File: src/rtl/store_buffer_pkg.sv
// Shared types and helpers for the posted-write store buffer.
// A buffered store is kept as a word address plus its data word.
package store_buffer_pkg;

    localparam int SB_DEPTH = 4;
    localparam int WADDR_W  = 30;

    typedef struct packed {
        logic [WADDR_W-1:0] waddr;
        logic [31:0]        data;
    } sb_entry_t;

    // Word address of a byte address (the byte offset is dropped)
    function automatic logic [WADDR_W-1:0] word_addr(input logic [31:0] byte_addr);
        return WADDR_W'(byte_addr >> 2);
    endfunction

endpackage

File: src/rtl/store_buffer_if.sv
// Pipeline-side request/response signals and the DataMemory port of the store buffer.
// The master drives the MEM-stage requests and supplies memory read data.
interface store_buffer_if;

    logic        MemRead;
    logic        MemWrite;
    logic [31:0] address;
    logic [31:0] write_data;
    logic        drain_req;
    logic [31:0] read_data;
    logic        stall;
    logic        empty;
    logic        mem_MemRead;
    logic        mem_MemWrite;
    logic [31:0] mem_address;
    logic [31:0] mem_write_data;
    logic [31:0] mem_read_data;

    modport master (
        output MemRead, MemWrite, address, write_data, drain_req, mem_read_data,
        input  read_data, stall, empty, mem_MemRead, mem_MemWrite, mem_address, mem_write_data
    );

    modport slave (
        input  MemRead, MemWrite, address, write_data, drain_req, mem_read_data,
        output read_data, stall, empty, mem_MemRead, mem_MemWrite, mem_address, mem_write_data
    );

endinterface

File: src/rtl/store_buffer_match.sv
// Youngest-first address search over the valid entries of the store FIFO.
// Entries are scanned oldest to youngest so the last match found wins.
module store_buffer_match
    import store_buffer_pkg::*;
#(
    parameter int DEPTH = SB_DEPTH,
    parameter int PTR_W = 2
) (
    input  sb_entry_t          entries [DEPTH],
    input  logic [PTR_W-1:0]   head,
    input  logic [PTR_W:0]     count,
    input  logic [WADDR_W-1:0] waddr,
    output logic               hit,
    output logic [31:0]        data
);

    localparam int CNT_W = PTR_W + 1;

    logic [PTR_W-1:0] idx_s;

    // Scan by age offset from head; only offsets below count hold live stores
    always_comb begin
        hit   = 1'b0;
        data  = 32'd0;
        idx_s = {PTR_W{1'b0}};
        for (int i = 0; i < DEPTH; i++) begin
            idx_s = head + PTR_W'(i);
            if ((CNT_W'(i) < count) && (entries[idx_s].waddr == waddr)) begin
                hit  = 1'b1;
                data = entries[idx_s].data;
            end else begin
                hit  = hit;
                data = data;
            end
        end
    end

endmodule

File: src/rtl/store_buffer.sv
// Posted-write store buffer between the MEM stage and DataMemory: queues stores,
// forwards them to loads and retires one entry per cycle when the port is free.
module store_buffer
    import store_buffer_pkg::*;
#(
    parameter int DEPTH = SB_DEPTH,
    parameter int PTR_W = $clog2(DEPTH)
) (
    input  logic           clk,
    input  logic           reset,
    store_buffer_if.slave  bus
);

    localparam int CNT_W = PTR_W + 1;

    sb_entry_t          entries_r [DEPTH];
    logic [PTR_W-1:0]   head_r;
    logic [PTR_W-1:0]   tail_r;
    logic [CNT_W-1:0]   count_r;

    logic [WADDR_W-1:0] req_waddr_s;
    logic               load_s;
    logic               nonempty_s;
    logic               full_s;
    logic               hit_s;
    logic [31:0]        hit_data_s;
    logic               load_miss_s;
    logic               miss_hold_s;
    logic               enq_s;
    logic               drain_s;

    store_buffer_match #(
        .DEPTH (DEPTH),
        .PTR_W (PTR_W)
    ) u_match (
        .entries (entries_r),
        .head    (head_r),
        .count   (count_r),
        .waddr   (req_waddr_s),
        .hit     (hit_s),
        .data    (hit_data_s)
    );

    // Request decode, stall and drain arbitration for the shared memory port.
    // A store with MemRead also high is handled as a plain store.
    // Draining is suppressed during reset so discarded stores never reach memory.
    always_comb begin
        req_waddr_s = word_addr(bus.address);
        load_s      = bus.MemRead & ~bus.MemWrite;
        nonempty_s  = (count_r != {CNT_W{1'b0}});
        full_s      = (count_r == CNT_W'(DEPTH));
        load_miss_s = load_s & ~hit_s;
        miss_hold_s = load_miss_s & bus.drain_req & nonempty_s;
        enq_s       = bus.MemWrite & ~full_s;
        drain_s     = nonempty_s & (~load_miss_s | bus.drain_req) & ~reset;

        bus.stall        = (bus.MemWrite & full_s) | miss_hold_s;
        bus.empty        = ~nonempty_s;
        bus.mem_MemRead  = load_miss_s & ~miss_hold_s;
        bus.mem_MemWrite = drain_s;

        if (drain_s) begin
            bus.mem_address    = {entries_r[head_r].waddr, 2'b00};
            bus.mem_write_data = entries_r[head_r].data;
        end else if (bus.mem_MemRead) begin
            bus.mem_address    = bus.address;
            bus.mem_write_data = 32'd0;
        end else begin
            bus.mem_address    = 32'd0;
            bus.mem_write_data = 32'd0;
        end

        if (!load_s) begin
            bus.read_data = 32'd0;
        end else if (hit_s) begin
            bus.read_data = hit_data_s;
        end else if (bus.mem_MemRead) begin
            bus.read_data = bus.mem_read_data;
        end else begin
            bus.read_data = 32'd0;
        end
    end

    // FIFO pointers and occupancy
    always_ff @(posedge clk) begin
        if (reset) begin
            head_r  <= {PTR_W{1'b0}};
            tail_r  <= {PTR_W{1'b0}};
            count_r <= {CNT_W{1'b0}};
        end else begin
            if (enq_s) begin
                tail_r <= tail_r + PTR_W'(1);
            end
            if (drain_s) begin
                head_r <= head_r + PTR_W'(1);
            end
            count_r <= count_r + CNT_W'(enq_s) - CNT_W'(drain_s);
        end
    end

    // Entry storage; contents are don't-care until written
    always_ff @(posedge clk) begin
        if (enq_s && !reset) begin
            entries_r[tail_r] <= {req_waddr_s, bus.write_data};
        end
    end

endmodule

File: src/flat_wrapper.sv
// flat-port wrapper written by rule: the top's interface ports become plain ports
module store_buffer_flat import store_buffer_pkg::*;
#(
    parameter int DEPTH = SB_DEPTH,
    parameter int PTR_W = $clog2(DEPTH)
)
  (clk, reset, bus_MemRead, bus_MemWrite, bus_address, bus_write_data, bus_drain_req, bus_mem_read_data, bus_read_data, bus_stall, bus_empty, bus_mem_MemRead, bus_mem_MemWrite, bus_mem_address, bus_mem_write_data);
  store_buffer_if bus_i ();
  input  logic clk;
  input  logic reset;
  input wire logic [$bits(bus_i.MemRead)-1:0] bus_MemRead;
  input wire logic [$bits(bus_i.MemWrite)-1:0] bus_MemWrite;
  input wire logic [$bits(bus_i.address)-1:0] bus_address;
  input wire logic [$bits(bus_i.write_data)-1:0] bus_write_data;
  input wire logic [$bits(bus_i.drain_req)-1:0] bus_drain_req;
  input wire logic [$bits(bus_i.mem_read_data)-1:0] bus_mem_read_data;
  output wire logic [$bits(bus_i.read_data)-1:0] bus_read_data;
  output wire logic [$bits(bus_i.stall)-1:0] bus_stall;
  output wire logic [$bits(bus_i.empty)-1:0] bus_empty;
  output wire logic [$bits(bus_i.mem_MemRead)-1:0] bus_mem_MemRead;
  output wire logic [$bits(bus_i.mem_MemWrite)-1:0] bus_mem_MemWrite;
  output wire logic [$bits(bus_i.mem_address)-1:0] bus_mem_address;
  output wire logic [$bits(bus_i.mem_write_data)-1:0] bus_mem_write_data;
  assign bus_i.MemRead = bus_MemRead;
  assign bus_i.MemWrite = bus_MemWrite;
  assign bus_i.address = bus_address;
  assign bus_i.write_data = bus_write_data;
  assign bus_i.drain_req = bus_drain_req;
  assign bus_i.mem_read_data = bus_mem_read_data;
  assign bus_read_data = bus_i.read_data;
  assign bus_stall = bus_i.stall;
  assign bus_empty = bus_i.empty;
  assign bus_mem_MemRead = bus_i.mem_MemRead;
  assign bus_mem_MemWrite = bus_i.mem_MemWrite;
  assign bus_mem_address = bus_i.mem_address;
  assign bus_mem_write_data = bus_i.mem_write_data;
  store_buffer #(.DEPTH(DEPTH), .PTR_W(PTR_W)) u_core (.clk(clk), .reset(reset), .bus(bus_i));
endmodule
File: config.mk
export PLATFORM = sky130hd
export DESIGN_NAME = store_buffer_flat
export DESIGN_NICKNAME = d
export VERILOG_FILES = /design/src/rtl/store_buffer_pkg.sv /design/src/rtl/store_buffer_if.sv /design/src/rtl/store_buffer_match.sv /design/src/rtl/store_buffer.sv /design/src/flat_wrapper.sv
export SDC_FILE = /design/constraint.sdc
export NUM_CORES = 1
export LEC_CHECK = 0
export ABC_CLOCK_PERIOD_IN_PS = 4250
export BUFFER_PORTS_ARGS = -buffer_cell sky130_fd_sc_hd__buf_2
export CORE_ASPECT_RATIO = 1.4
export CORE_MARGIN = 2
export CORE_UTILIZATION = 55
export CTS_CLUSTER_SIZE = 10
export DETAILED_ROUTE_END_ITERATION = 8
export PLACE_DENSITY_LB_ADDON = 0.2
export SYNTH_ARGS = -nofsm -noshare
export SYNTH_HDL_FRONTEND = slang
export SYNTH_HIERARCHICAL = 1
export SYNTH_SLANG_ARGS = --single-unit
export TNS_END_PERCENT = 1
File: constraint.sdc
create_clock -name clk -period 4.25 [get_ports clk]
set_input_delay 0.6375 -clock clk [delete_from_list [all_inputs] [get_ports clk]]
set_output_delay 0.6375 -clock clk [all_outputs]
set_load 0.005 [all_outputs]
==> key figures, run 1 <==
Die
  – I/O pin cnt: 201
  – Initial Util: 0.559
  – Height of the die: 222 um
  – Die area: 0.0354 mm2
  – Number of cell rows: 79
  – Die width: 160 um
  – Core Region: 0.0333 mm2

Cells and area
  – Share of layout cells above drive strength 1: 0.422
  – Final design utilization: 0.732
  – Layout area overhead: 30.9%
  – Nets: 2,134

Timing
  – Clock skew: 0.0116 ns
  – Fmax: 204 MHz
  – Fin crit period: 4.90 ns
  – Setup_tns: -55.29 ns
  – Crit share post-route: 1.15
  – Worst Tran Pin Value: 0.894 ns
  – Final Max Tran Viols: 0
  – Setup violations, final: 101
  – Slew margin rel.: 0.404
  – Final worst slack: -0.649 ns
  – Hold Violations, Final: 0
  – RSZ-0062 raised after global routing: yes

Clocking
  – Clock buffer depth: 3
  – Worst-Skew Late Latency: 0.58 ns
  – Sink Count: 255
  – CTS Root Cell: clkbuf_16
  – H-Tree Depth: 1
  – CTS tree: yes
  – Cts bufs inserted: 30
  – Clock-pin slew on the worst setup and hold paths: 0.06 ns

Setup path
  – Crit end category: output pin
  – CP required: 3.61 ns
  – Capturing point of the worst reg2reg path: u_core/count_r[2]
  – Critical Path AT: 4.26 ns
  – Crit-path max FO: 14
  – Critical path class: reg2out
  – Critical path startpoint category: register
  – Path depth of the worst reg2reg path: 22
  – Critical Path Source: u_core/head_r[1]
  – R2R setup slack: -0.18 ns
  – CP endpoint: bus_read_data[1]
  – Worst r2r src: u_core/head_r[1]

Synth
  – Ys async rst share: 0
  – Top post-synthesis cells by count: edfxtp_1, mux2i_1, nand2_1
  – Syn_area_per_cell: 11.5 um2
  – Cell taking the most area after synthesis: edfxtp_1
  – Share of the synthesized area in the top cell type: 0.400
  – Synth warn: 6
  – Cells after Synth: 1,619
  – Ranking of synthesized cells by area: edfxtp_1, mux2i_1, mux4_2
  – Yosys cell types: 81
  – Most used DFF post-synth: edfxtp_1
  – Post-Syn Area: 0.0186 mm2
  – Syn nets: 1,726
  – Register bit total from synthesis: 255
  – Most numerous cell in the Yosys netlist: edfxtp_1
  – Number of synthesized flops with an enable pin: 248
  – Sequential-to-total area share from yosys stat: 0.407

Global routing
  – Overflow after GRT: 0
  – Initial antenna violation count: 5
  – Vias in the first global route: 16.0k
  – Gr usage total: 0.332
  – Largest net degree at the start of global routing: 74
  – Global-route wire length before repair: 91,300 um

Min path
  – Class of the worst hold path: in2reg

Power and ir drop
  – Part of the power in registers: 0.248
  – Internal power: 7.57 mW
  – Worst VDD drop: 0.365 mV
  – Clk pwr share: 0.195
  – Power per cell area: 503 mW/mm2
  – Comb power frac: 0.557
  – Switching power total: 4.69 mW
  – Leakage: 9.06 nW
  – Net Sw Frac: 0.383

Routing
  – Routed wire per std cell: 25.2 um
  – Via density: 6.51
  – DRT iter0 DRCs: 1,491
  – Total wire length: 62,700 um
  – Via count: 16.2k
  – Initial DRT Pass Iterations: 8
  – DR DRC count: 0
  – DRT antenna net count: 0

Placement
  – DP Wirelength: 43,100 um
  – Number of port buffers: 200
  – Final Wtd Congestion: 1.02

Flow run
  – MaxCap Viol Count: 0

Outcome
  – Violated checks: setup timing
  – Run status: finished with violations
[repair_timing]
item | 4_1_cts | 5_1_grt
hold buffers | 0 | 0
gates resized for setup | 117 | 140
buffers inserted | 21 | 27
gates cloned | 2 | 7
pin swaps | 41 | 93
hold endpoints to repair | 0 | 0
endpoints found under the setup margin | 101 | 101
[worst max-delay path, cell delays in order (launching register included)]
cell and delay, ns:
dfxtp_4 0.37, buf_12 0.16, buf_8 0.12, buf_8 0.11
mux2i_2 0.30, mux2i_1 0.17, a222oi_1 0.48, o21ai_1 0.15
a211oi_2 0.20, buf_4 0.15, nand4_1 0.23, a211oi_4 0.35
buf_6 0.15, buf_12 0.15, a31o_2 0.16, nand2_2 0.07
a21oi_1 0.18, buf_2 0.15
[cells by family (layout without fill, tap and decap cells)]
group | after synthesis | count (layout) | share of synthesized area
simple gates | 397 | 397 | 0.112
mux | 353 | 353 | 0.251
compound gates | 327 | 327 | 0.129
flops | 255 | 255 | 0.407
buf+inv | 170 | 595 | 0.0442
xor+xnor | 111 | 111 | 0.0522
fa+ha+maj | 6 | 6 | 0.00443
other cells | 0 | 3 | 0
[metrics by stage]
step / hold WS (ns) / setup WS (ns) / cell area (um2) / power (mW) / std cells
2_1_floorplan: 0.484 / 0.00591 / 18700 / 6.97 / 1619
3_5_place_dp: 0.519 / -0.485 / 21800 / 8.97 / 2385
3_3_place_gp: 0.505 / -0.511 / 21800 / 8.88 / 2385
4_1_cts: 0.263 / -0.643 / 23400 / 11.7 / 2457
5_1_grt: 0.268 / -0.719 / 24400 / 12.7 / 2492
6_report: 0.270 / -0.649 / 24400 / 12.3 / 2492
[power groups by stage]
stage,Sequential (mW),Combinational (mW),Clock [mW]
4_1_cts,3.03,6.30,2.41
3_5_place_dp,3.13,5.85,0
6_report,3.04,6.83,2.39
2_1_floorplan,3.05,3.92,0
5_1_grt,3.06,7.16,2.51
3_3_place_gp,3.12,5.76,0
[worst min-delay path by stage]
stage / startpoint / to / slack (ns) / depth (start not counted)
after floorplan: u_core/tail_r[0] / u_core/tail_r[0] / 0.48 / 2
after global placement: u_core/tail_r[0] / u_core/tail_r[0] / 0.51 / 2
after detailed placement: u_core/tail_r[1] / u_core/tail_r[1] / 0.52 / 2
after CTS: bus_write_data[25] / u_core/entries_r[149] / 0.26 / 1
after global routing: bus_write_data[12] / u_core/entries_r[74] / 0.27 / 1
final: bus_write_data[14] / u_core/entries_r[200] / 0.27 / 1
[layout by cell type, fill, tap and decap left out, drive strengths merged, types with 18 or more instances in the layout]
master    n
a21oi    66
a211oi   42
a31o     20
nor2     61
a211o    18
nand3    19
clkbuf   53
nor2b    33
buf     523
xnor2    85
xor2     26
edfxtp  248
and2     54
a22o     33
nand2   123
nor3     23
mux2i   230
nand3b   33
o21ai    49
mux2     37
mux4     86
a41o     18
[final cells by class]
| class | instances | area [um2] |
|---|---|---|
| Multi-Input combinational cell | 1194 | 11200 |
| Fill cell | 2316 | 8910 |
| Sequential cell | 255 | 7590 |
| Timing Repair Buffer | 530 | 4120 |
| Clock buffer | 46 | 832 |
| Tap cell | 445 | 557 |
| Inverter | 16 | 65.1 |
| Clock inverter | 3 | 38.8 |
| Antenna cell | 3 | 7.51 |
[per-layer routing]
metal  part of all wire  vias to the layer above  track usage  wire (um)
met5            0.00043                        -            0         27
met4              0.073                        4        0.195       4590
met3              0.061                      254       0.0413       3840
met2               0.51                      809        0.601      32100
li1                   -                     7096            -          -
met1               0.35                     8057        0.375      22200
[registers in the layout (all words and copies together), names as in the netlist]
| signal | flops |
|---|---|
| u_core/entries_r | 248 |
| u_core/head_r | 2 |
| u_core/count_r | 3 |
| u_core/tail_r | 2 |
Power figures use the tool's default switching activity.
==> run 2: changes to the inputs <==
CORE_UTILIZATION = 30   (was 55)
==> run 2 against run 1 <==
The run still ends with setup timing left. Routed wire length is 13% higher. Non-clock buffer count is 40 higher. Setup slack worse by 0.093 ns. Count of clock-buffer cells in the layout is 2 higher. First-iteration DRC count is 31% lower. Clock power is 13% higher. Maximum frequency is 1.9% lower. Sequential share of layout area is 1.2 points lower. Critical path depth is 2 lower. Power is 3.7% higher. Hold slack better by 0.036 ns. Die area is 81% higher. Critical endpoint is now bus_read_data[0].
==> key figures, run 2 (synthesized netlist as in run 1, its figures left out) <==
Routing
  – DRT antenna net count: 0 (unchanged)
  – DRT iter0 DRCs: 1,030 (-31%)
  – DR DRC count: 0 (unchanged)
  – Total wire length: 70,600 um (+13%)
  – Routed wire per std cell: 24.2 um (-3.8%)
  – WL met1: 27,100 um (+22%)
  – Initial DRT Pass Iterations: 6 (-2)
  – Top sig layer: met5
  – Metal3 WL: 3190 um (-17%)
  – Via count: 15.7k (-3.0%)
  – DR WL met2: 37,000 um (+15%)
  – Via density: 5.39 (-17%)

Timing
  – Crit share post-route: 1.17 (+0.0218)
  – RSZ-0062 raised after global routing: yes
  – Hold Violations, Final: 0 (unchanged)
  – Final worst slack: -0.742 ns (-0.0928 ns)
  – Setup violations, final: 101 (unchanged)
  – Clock skew: 0.0126 ns (+0.00106 ns)
  – Fmax: 200 MHz (-1.9%)
  – Final Max Tran Viols: 0 (unchanged)
  – Fin crit period: 4.99 ns (+0.0928 ns)
  – Slew margin rel.: 0.289 (-0.115)
  – Worst Tran Pin Value: 1.07 ns (+0.173 ns)
  – WHS: 0.306 ns (+0.0361 ns)

Min path
  – Hold Path Cell Cnt: 1 (unchanged)
  – Class of the worst hold path: in2reg

Die
  – Initial Util: 0.302 (-0.258)
  – I/O pin cnt: 201 (unchanged)
  – Core Region: 0.0618 mm2 (+85%)
  – Die area: 0.0642 mm2 (+81%)
  – Die width: 215 um (+35%)
  – Height of the die: 299 um (+35%)
  – Number of cell rows: 108 (+37%)

Setup path
  – CP required: 3.61 ns (about the same)
  – Critical path class: reg2out
  – Crit-path max FO: 9 (-5)
  – Critical Path AT: 4.35 ns (+0.09 ns)
  – Path depth of the worst reg2reg path: 24 (+9.1%)
  – Critical path startpoint category: register
  – Crit end category: output pin

Placement
  – DP Wirelength: 48,900 um (+14%)
  – Placed Cells incl. Taps: 2,804 (+18%)
  – Final Wtd Congestion: 0.962 (-5.9%)
  – Number of port buffers: 200 (unchanged)
  – Area post-placement: 0.0227 mm2 (+4.2%)

Power and ir drop
  – Worst VDD drop: 0.286 mV (-22%)
  – Switching power total: 4.80 mW (+2.2%)
  – Comb power frac: 0.548 (-0.009)
  – Clk pwr share: 0.213 (+0.018)
  – Internal power: 7.92 mW (+4.7%)
  – Part of the power in registers: 0.240 (-0.008)
  – Leakage: 9.45 nW (+4.3%)
  – Total power: 12.7 mW (+3.7%)
  – Power per cell area: 501 mW/mm2 (-0.32%)
  – Net Sw Frac: 0.377 (-0.00557)

Cells and area
  – Most common cell after layout, fill and taps aside: buf_4
  – Biggest regs: u_core/entries_r: 248 flops, u_core/count_r: 3 flops
  – Most flop-heavy register: u_core/entries_r
  – Post-Layout Cell Count: 2,919 (+17%)
  – Layout area overhead: 36.2%
  – Post-Layout Inst Area: 0.0254 mm2 (+4.1%)
  – Commonest cells after routing, fill and taps aside: buf_4, edfxtp_1, mux2i_1, buf_2, nand2_1
  – Largest register FFs: 248 (unchanged)
  – Fill cell total of the finished layout: 5,955 (+160%)
  – Nets: 2,178 (+2.1%)
  – Final design utilization: 0.411 (-0.321)
  – Share of layout cells above drive strength 1: 0.436 (+0.0140)

Clocking
  – Worst-Skew Late Latency: 0.54 ns (-0.04 ns)
  – CTS Root Cell: clkbuf_16
  – Clock-pin slew on the worst setup and hold paths: 0.06 ns (about the same)
  – Sink Count: 255 (unchanged)
  – Clock buffer depth: 3 (unchanged)
  – H-Tree Depth: 2 (+1)
  – Cts bufs inserted: 34 (+13%)
  – CTS tree: yes

Global routing
  – Initial antenna violation count: 5 (unchanged)
  – Global-route wire length before repair: 100,000 um (+9.9%)
  – Overflow after GRT: 0 (unchanged)
  – Vias in the first global route: 16.1k (+0.49%)
  – Gr usage total: 0.206 (-0.126)
  – Largest net degree at the start of global routing: 93 (+26%)

Flow run
  – MaxCap Viol Count: 0 (unchanged)

Outcome
  – Violated checks: setup timing
  – Run status: finished with violations
[run 2: cell types whose count changed in the layout (fill, tap and decap cells not counted), sizes merged]
cell	previous run	this run
buf	523	559
clkbuf	53	59
clkinv	2	8
diode	3	1
inv	16	17
[run 2: power by group through the flow]
stage                     sequential [mW]  clock [mW]  combinational (mW)
after detailed placement             3.10           0                6.25
after global placement               3.10           0                6.21
after global routing                 3.06        2.88                7.42
after floorplan                      3.05           0                3.92
final                                3.05        2.70                6.97
after CTS                            3.04        2.79                6.42
[run 2: metrics by stage]
| stage | setup slack [ns] | TNS (ns) |
|---|---|---|
| after floorplan | 0.00591 | 0 |
| after global placement | -0.409 | -30.85 |
| after detailed placement | -0.502 | -34.45 |
| after CTS | -0.836 | -75.44 |
| after global routing | -0.868 | -79.09 |
| final | -0.742 | -65.96 |
[run 2: final cells by class]
| type | instances | area (um2) | area share |
|---|---|---|---|
| Antenna cell | 1 | 2.50 | 0.0000986 |
| Clock buffer | 48 | 946 | 0.0373 |
| Clock inverter | 10 | 73.8 | 0.00291 |
| Inverter | 16 | 65.1 | 0.00256 |
| Multi-Input combinational cell | 1194 | 11000 | 0.435 |
| Sequential cell | 255 | 7590 | 0.299 |
| Tap cell | 825 | 1030 | 0.0407 |
| Timing Repair Buffer | 570 | 4630 | 0.182 |
[run 2: layer usage]
metal | global-route usage | up-vias
li1 | - | 7219
met1 | 0.233 | 7868
met2 | 0.385 | 493
met3 | 0.0307 | 145
met4 | 0.0881 | 6
met5 | 0 | -
[run 2: final timing paths]
| check | start | endpoint | slack (ns) |
|---|---|---|---|
| worst max-delay path | u_core/head_r[0] | bus_read_data[0] | -0.74 |
| worst min-delay path | bus_write_data[9] | u_core/entries_r[133] | 0.31 |
| worst max register to register | u_core/head_r[1] | u_core/count_r[2] | -0.34 |
| worst min register to register | u_core/tail_r[1] | u_core/tail_r[1] | 0.53 |
[run 2: repair_timing]
action                                  in CTS  in global routing
pin swaps                                   12                 93
endpoints found under the setup margin     101                101
buffers inserted                             8                 35
hold buffers                                 0                  0
gates cloned                                 1                 15
resized for setup                           24                195
[run 2: critical path, stage by stage, from the launching register on]
cell	delay, ns
dfxtp_4	0.40
buf_6	0.13
mux4_2	0.49
a22o_1	0.27
or4_4	0.59
and4bb_2	0.37
o2111a_2	0.28
nand2_4	0.12
buf_12	0.18
buf_12	0.14
nand3_1	0.07
o21ai_0	0.11
o21ai_2	0.23
nand2_1	0.11
a21oi_1	0.18
buf_2	0.15
